## config.mk

```make
export PLATFORM = sky130hd
export DESIGN_NAME = spike_arbiter
export DESIGN_NICKNAME = d
export VERILOG_FILES = /design/src/rtl/spike_arbiter.sv
export SDC_FILE = /design/constraint.sdc
export NUM_CORES = 1
export LEC_CHECK = 0
export BUFFER_PORTS_ARGS = -buffer_cell sky130_fd_sc_hd__buf_4
export CORE_ASPECT_RATIO = 0.9
export CORE_MARGIN = 5
export CORE_UTILIZATION = 30
export DETAILED_ROUTE_END_ITERATION = 10
export SYNTH_ARGS = -nofsm -noshare
export SYNTH_HDL_FRONTEND = slang
export SYNTH_SLANG_ARGS = --single-unit
```

## constraint.sdc

```tcl
create_clock -name clk -period 8.43 [get_ports clk]
set_input_delay 1.686 -clock clk [delete_from_list [all_inputs] [get_ports clk]]
set_output_delay 1.686 -clock clk [all_outputs]
set_load 0.02 [all_outputs]
```

## src/rtl/spike_arbiter.sv

```systemverilog
// Round-robin arbiter merging NUM_CH spike sources into one registered output stage.
// Optional build macro SPIKE_ARB_ZERO_DROP_EN: zero-valued beats are accepted but never forwarded.
module spike_arbiter #(
  parameter int NUM_CH = 4,
  parameter int DATA_W = 32,
  parameter int ID_W   = 2
) (
  input  logic                     clk,
  input  logic                     rst,
  input  logic                     enable,
  input  logic [NUM_CH-1:0]        in_valid,
  input  logic [NUM_CH*DATA_W-1:0] in_data,
  output logic [NUM_CH-1:0]        in_ready,
  output logic                     out_valid,
  input  logic                     out_ready,
  output logic [DATA_W-1:0]        out_data,
  output logic [ID_W-1:0]          out_id,
  output logic                     busy
);

  typedef enum logic {EMPTY = 1'b0, FULL = 1'b1} state_t;

  state_t              state_q, state_d;
  logic [ID_W-1:0]     ptr_q, ptr_d;
  logic [DATA_W-1:0]   data_q, data_d;
  logic [ID_W-1:0]     id_q, id_d;

  logic [DATA_W-1:0]   chan_data_s [NUM_CH];
  logic                load_ok_s;
  logic                found_s;
  logic [ID_W-1:0]     win_id_s;
  logic [ID_W-1:0]     cand_s;
  logic [DATA_W-1:0]   win_data_s;
  logic                xfer_s;
  logic                load_s;
  int                  idx_s;

  always_comb begin
    for (int i = 0; i < NUM_CH; i++) begin
      chan_data_s[i] = in_data[i*DATA_W +: DATA_W];
    end
  end

  assign load_ok_s = enable & ((state_q == EMPTY) | out_ready);

  // Search starts just after the last granted channel and wraps, so channel ptr+1 has top priority.
  always_comb begin
    found_s    = 1'b0;
    win_id_s   = '0;
    win_data_s = '0;
    cand_s     = '0;
    idx_s      = 0;
    for (int k = 1; k <= NUM_CH; k++) begin
      idx_s  = (int'(ptr_q) + k) % NUM_CH;
      cand_s = ID_W'(idx_s);
      if (!found_s && in_valid[cand_s]) begin
        found_s    = 1'b1;
        win_id_s   = cand_s;
        win_data_s = chan_data_s[cand_s];
      end
    end
  end

  assign in_ready = (load_ok_s && found_s && !rst) ? (NUM_CH'(1) << win_id_s) : '0;
  assign xfer_s   = |(in_valid & in_ready);

`ifdef SPIKE_ARB_ZERO_DROP_EN
  assign load_s = xfer_s & (win_data_s != '0);
`else
  assign load_s = xfer_s;
`endif

  always_comb begin
    state_d = state_q;
    ptr_d   = ptr_q;
    data_d  = data_q;
    id_d    = id_q;
    if (xfer_s) begin
      ptr_d = win_id_s;
    end
    // A load in the same cycle as a drain keeps FULL, giving back-to-back beats without a bubble.
    if (load_s) begin
      state_d = FULL;
      data_d  = win_data_s;
      id_d    = win_id_s;
    end else if (state_q == FULL && out_ready) begin
      state_d = EMPTY;
    end
  end

  always_ff @(posedge clk or posedge rst) begin
    if (rst) begin
      state_q <= EMPTY;
      ptr_q   <= ID_W'(NUM_CH - 1);
      data_q  <= '0;
      id_q    <= '0;
    end else begin
      state_q <= state_d;
      ptr_q   <= ptr_d;
      data_q  <= data_d;
      id_q    <= id_d;
    end
  end

  assign out_valid = (state_q == FULL);
  assign out_data  = data_q;
  assign out_id    = id_q;
  assign busy      = out_valid | (|in_valid);

endmodule

```

After elaboration in Yosys (flattened, before gate mapping). Cells that the tools add are included.

Register bits: 37. Input port bits: 136. Output and inout port bits: 40. Word-level logic and storage cells: 74.

Add/subtract/negate cells: 4. Order comparisons: 8. Shifts and indexed selects: 1. Mux-type cells: 35. Bitwise operators: 9. Reductions and logical operators: 13.

Operators with widths (number): 2-to-1 mux 32 bit (12); binary-select mux 32 bit (select 2 bit) (4); >= comparator 3 bit (second input constant) (4); less-than comparator 2 x 3 -> 1 bit (second input constant) (4); inverter 2 -> 3 bit (4); 2-to-1 mux 1 bit (10); binary-select mux 1 bit (select 2 bit) (4); 2-to-1 mux 2 bit (4); OR reduction 4 bit (2); logical AND 1 bit (6); adder 2 x 1 -> 2 bit (second input constant) (2); adder 2 bit (second input constant) (2); bitwise AND 4 bit (1); zero test 1 bit (4); 2-to-1 mux 4 bit (1); << shifter 1 x 2 -> 4 bit (first input constant) (1); OR 1 bit (2); nonzero test 2 bit (1); bitwise AND 1 bit (1); inverter 1 bit (1).

Longest topological paths before layout. Gate-level depths: netlist of run 1.

Depth in word-level cells: 19. Depth in mapped cells: 9. Gate-level depth less buffers: 5.

Worst setup path before layout of run 1. No wires, ideal clock.

Path type: in2out. Start: input port rst. End: output port in_ready[2]. Arrival time: 3.882 ns. Required time: 6.744 ns. Slack: 2.862 ns. Stages on the path: 5. Path buffers: 2. Cell sequence: inv_1 nand4_1 clkbuf_1 buf_1 nor3_1.

Word-level cells in the longest chain between the ends: 3.

RTL lines: start: declaration (line 9) `input logic rst,`; zero test 1 bit (no line); logical AND 1 bit (line 64) `assign in_ready = (load_ok_s && found_s && !rst) ? (NUM_CH'(1) << win_id_s) : '0;`; 2-to-1 mux 4 bit (line 64); end: declaration (line 13) `output logic [NUM_CH-1:0] in_ready,`.

No other way between the ends.

Worst setup path in the final report of run 1.
Start: input port rst. End: output port in_ready[1].

The elaborated chain is that of the path after synthesis.

==> qor.txt, run 1 <==
outcome = finished clean
share of cells above drive strength 1 = 0.350
Die Width = 149 µm
Post-Syn Nets = 784
Hold WC Path Type = register to register
final setup violation count = 0
Final nets = 901
Async SR Flop Fraction = 1.00
wirelength, routed = 17700 µm
Crit Path Max Fanout = 39
Seq cells post-synth = 37
Post-CTS Repair Setup Buffers = 0
core area = 17000 µm²
Rows = 45
drt drc = 0
ys flop type = dfrtp_1
Startpoint Class = primary input
Tmin final = 5.32 ns
Skew-Pair Late Insertion Delay = 0.28 ns
Routed WL per cell = 17.7 µm
CP endpoint kind = output port
synthesized instance count = 648
skew final = 0.00301 ns
Power Total = 1.57 mW
yosys synthesis warning count = 0
RSZ-0062 raised after global routing = false
CTS tree = yes
peak supply drop = 0.0997 mV
Post-synth EDFFs = 0
CP arrival = 3.64 ns
post-synthesis sequential area ratio = 0.178
routed vias = 5403
Total GRT Usage = 0.169
mean post-synth cell area = 8.06 µm²
Placed Instances = 993
count of boundary I/O pins = 176
Least-Margin Pin Slew = 1.14 ns
P per Cell Area = 234 nW/µm²
Vias per Instance = 5.40
DRT iter0 DRCs = 272
drt pass-1 iters = 5
total grt overflow = 0
relative slew slack = 0.242
clock transition at the registers of the reported paths = 0.06 ns
Worst Path Required = 6.74 ns
Antenna Cells = 0
Layout Cells excl Fill = 1001
Total Die Area = 20200 µm²
post_cts resized = 0
Synth Cell Area = 5220 µm²
Num Clock Sinks = 37
die height = 135 µm
H-tree Lvls = 2
highest-count cells in the layout ignoring fill and taps = buf_4 (183), nor2_1 (106), mux2i_1 (66)
Yosys cell types = 47
largest net degree at the start of global routing = 123
Port Buf Inserts = 175
TritonCTS Buffers = 5
area delta synth->final = 28.4%
Fin. Hold Viols = 0
fmax = 188 MHz
cts-stage hold buffer count = 0
most common cell after layout, fill and taps aside = buf_4
fin util = 0.394
initial antenna violation count = 0
Crit Path Category = primary input to output port
first-pass GRT wire length = 27800 µm
P_leak = 2.90 nW
starting density of the core = 0.307
post-route ant nets = 0
max-cap violations = 0
post-DP HPWL = 11700 µm
vias in the first global route = 5269
Clock Path Buffers = 2
TNS Setup = 0 ns
final slew viol count = 0
fin crit share = 0.632
Placer Congestion = 0.734
Root Driver = clkbuf_16
synthesized netlist by cell type, drive strengths merged, types with 2 or more instances:
master / count / area (µm²)
and2: 32 / 200
a211oi: 35 / 263
buf: 46 / 272
a21o: 2 / 15.0
o311ai: 3 / 26.3
a221o: 28 / 280
nor2: 107 / 409
dfstp: 2 / 52.6
nor3: 33 / 176
clkbuf: 27 / 101
nand2b: 6 / 37.5
o311a: 28 / 280
nand2: 38 / 143
dfrtp: 35 / 876
mux2: 64 / 721
mux2i: 66 / 661
a2111oi: 32 / 287
and4: 2 / 17.5
nor2b: 4 / 25.0
inv: 2 / 7.51
a21oi: 6 / 30.0
o211ai: 3 / 22.5
o21ai: 29 / 145
nor4b: 2 / 23.8
flip-flops by register name (all words and copies together) (netlist names):
signal     count
out_id         2
out_data      32
out_valid      1
ptr_q          2
final timing paths:
path	cells past startpoint	start	to	slack [ns]
max in group asynchronous	3	rst	ptr_q[1]$_DFFE_PP1P_	6.52
max reg2reg	7	ptr_q[1]$_DFFE_PP1P_	out_data[14]$_DFFE_PP0P_	4.47
min	1	out_id[1]$_DFFE_PP0P_	out_id[1]$_DFFE_PP0P_	0.49
min in group asynchronous	3	rst	out_data[20]$_DFFE_PP0P_	1.54
max	6	rst	in_ready[1]	3.11
min reg2reg	1	out_id[1]$_DFFE_PP0P_	out_id[1]$_DFFE_PP0P_	0.49
where the power goes:
| part | switching (mW) | internal [mW] | total [mW] |
|---|---|---|---|
| registers | 0.142 | 0.260 | 0.401 |
| logic | 0.510 | 0.461 | 0.972 |
| clock network | 0.0737 | 0.125 | 0.199 |
| total | 0.726 | 0.846 | 1.57 |
kinds of logic (layout without fill, tap and decap cells):
logic type | Yosys count | after routing | synth area share
and+or+nand+nor | 230 | 230 | 0.206
AOI/OAI and AO/OA | 175 | 175 | 0.275
muxes | 131 | 131 | 0.269
buffers and inverters | 75 | 193 | 0.0728
DFF | 37 | 37 | 0.178
area by class of cell:
type / count / area [µm²]
Tap cell: 235 / 294
Fill cell: 1773 / 10300
Clock buffer: 7 / 153
Clock inverter: 1 / 5.00
Inverter: 2 / 7.51
Timing Repair Buffer: 183 / 1370
Sequential cell: 37 / 936
Multi-Input combinational cell: 536 / 3940
routing by layer:
layer  track usage  up-vias  routed length, µm
li1              -     2720                  -
met3        0.0281       10               1000
met4        0.0366        0                133
met1         0.230     2500               8220
met2         0.281      173               8330
met5             0        -                  0
critical path, stage by stage:
cell and delay [ns]:
buf_4 0.11, inv_2 0.03, buf_4 0.44, and4_2 0.93
and3_1 0.28, buf_4 0.14
per-stage QoR:
| stage | setup WS (ns) | hold WS, ns | instance area, µm² |
|---|---|---|---|
| 3_3_place_gp | 3.06 | 0.491 | 6550 |
| 6_report | 3.11 | 0.491 | 6710 |
| 5_1_grt | 2.91 | 0.518 | 6710 |
| 2_1_floorplan | 2.86 | 0.595 | 5220 |
| 3_5_place_dp | 3.03 | 0.485 | 6550 |
| 4_1_cts | 3.03 | 0.497 | 6710 |
Power figures use the tool's default switching activity.
==> inputs of run 2 (changes only) <==
==> constraint.sdc (replaced) <==
create_clock -name clk -period 4.87 [get_ports clk]
set_input_delay 0.974 -clock clk [delete_from_list [all_inputs] [get_ports clk]]
set_output_delay 0.974 -clock clk [all_outputs]
set_load 0.02 [all_outputs]
==> run 2 against run 1 <==
  * Count of clock-buffer cells in the layout up 1
  * Non-clock buffer count unchanged
  * Largest power group unchanged
  * Sequential cell count unchanged
  * Worst setup slack worse by 2.1 ns
  * Highest routed layer unchanged
  * Register-to-register slack worse by 3.2 ns
  * Routed wire length down 0.57%
  * Final area about the same
  * Critical path type is now register to output port
  * Power up 72%
  * Clock skew down 0.00098 ns
==> qor.txt, run 2 (same netlist as run 1, synthesis figures left out) <==
area delta synth->final = 28.4%
starting density of the core = 0.307
DRT iter0 DRCs = 242
drt drc = 0
total grt overflow = 0
TritonCTS Buffers = 5
initial antenna violation count = 0
Num Clock Sinks = 37
Reg area = 936 µm²
peak supply drop = 0.231 mV
most common cell after layout, fill and taps aside = buf_4
first-pass GRT wire length = 27100 µm
Root Driver = clkbuf_16
Met2 Wirelength = 8080 µm
CTS tree = yes
final slew viol count = 0
drt pass-1 iters = 5
relative slew slack = 0.426
hold wc startpoint = out_id[1]$_DFFE_PP0P_
Placer Congestion = 0.795
Total Die Area = 20200 µm²
Area after DPL = 6560 µm²
final setup violation count = 0
Rows = 45
die height = 135 µm
Crit Path Max Fanout = 104
reg2reg setup slack = 1.29 ns
highest-count cells in the layout ignoring fill and taps = buf_4 (182), nor2_1 (106), mux2i_1 (66)
Final nets = 901
Hold WC Path Type = register to register
uppermost layer routed = met4
Vias per Instance = 5.45
P_leak = 2.90 nW
Fin. Hold Viols = 0
CP endpoint kind = output port
reg2reg start = ptr_q[0]$_DFFE_PP1P_
post_cts resized = 0
max-cap violations = 0
routed vias = 5454
TNS Setup = 0 ns
Total GRT Usage = 0.166
Least-Margin Pin Slew = 0.861 ns
RSZ-0062 raised after global routing = false
Skew-Pair Late Insertion Delay = 0.29 ns
fmax = 258 MHz
Clock Path Buffers = 2
hold path cells = 1
Die Width = 149 µm
Startpoint Class = register
clock transition at the registers of the reported paths = 0.06 ns
FF-to-FF path depth = 6
fin crit share = 0.795
P per Cell Area = 404 nW/µm²
CP arrival = 2.90 ns
H-tree Lvls = 2
Port Buf Inserts = 175
crit path cell chain = inv_2 -> a311o_1 -> nor2_1 -> and2_1 -> buf_4
largest net degree at the start of global routing = 105
Worst Path Required = 3.90 ns
vias in the first global route = 5124
post-route ant nets = 0
Critical-path top delay cell = dfstp_4
Metal-1 WL = 8050 µm
skew final = 0.00203 ns
post-DP HPWL = 11900 µm
Power Total = 2.71 mW
share of cells above drive strength 1 = 0.347
number of fill cells = 1776
area of the multi-input gates = 3940 µm²
Hold EP = out_id[1]$_DFFE_PP0P_
Tmin final = 3.87 ns
count of boundary I/O pins = 176
cts-stage hold buffer count = 0
critical path's largest stage delay = 1.17 ns
outcome = finished clean
max reg flops = 32
r2r endpoint = out_data[25]$_DFFE_PP0P_
post-route cell area = 6710 µm²
met3 WL = 1190 µm
core area = 17000 µm²
wirelength, routed = 17600 µm
Post-CTS Repair Setup Buffers = 0
Antenna Cells = 0
Crit Path Category = register to output port
Routed WL per cell = 17.6 µm
==> run 2: worst max-delay path by stage <==
stage	slack, ns	depth (start not counted)	end	startpoint
floorplan	0.73	5	in_ready[2]	rst
global placement	1.33	6	out_data[9]$_DFFE_PP0P_	ptr_q[0]$_DFFE_PP1P_
detailed placement	1.33	6	out_data[1]$_DFFE_PP0P_	ptr_q[0]$_DFFE_PP1P_
CTS	1.03	5	in_ready[3]	ptr_q[0]$_DFFE_PP1P_
global route	0.78	5	in_ready[3]	ptr_q[0]$_DFFE_PP1P_
finish	1.0	5	in_ready[3]	ptr_q[0]$_DFFE_PP1P_
==> run 2: metrics by stage <==
stage	hold WS, ns	utilization	std cells	worst slack [ns]
final	0.500	0.394	1001	0.999
after global routing	0.515	0.394	1001	0.782
after CTS	0.501	0.394	1001	1.03
after detailed placement	0.488	0.386	993	1.33
after global placement	0.481	0.386	993	1.33
after floorplan	0.595	-	648	0.726
==> run 2: where the power goes <==
| part | internal, mW | switching [mW] | total (mW) |
|---|---|---|---|
| combinational | 0.798 | 0.917 | 1.71 |
| clock | 0.205 | 0.135 | 0.339 |
| sequential | 0.449 | 0.207 | 0.655 |
==> run 2: critical path: cells and delay by family, from the launching register on <==
| family | cells | cell delay (ns) |
|---|---|---|
| buffers and inverters | 2 | 0.63 |
| AOI/OAI and AO/OA | 1 | 0.43 |
| DFF | 1 | 1.17 |
| and+or+nand+nor | 2 | 0.35 |
==> run 2: routing by layer <==
layer	track usage	up-vias
met1	0.226	2523
li1	-	2729
met5	0	-
met2	0.265	181
met3	0.0378	21
met4	0.0442	0
==> run 2: area by class of cell <==
type | instances | share of cell area
multi-input combinational | 536 | 0.587
timing repair buffer | 183 | 0.207
sequential | 37 | 0.140
tap | 235 | 0.0438
clock buffer | 8 | 0.0218
inverter | 2 | 0.00112
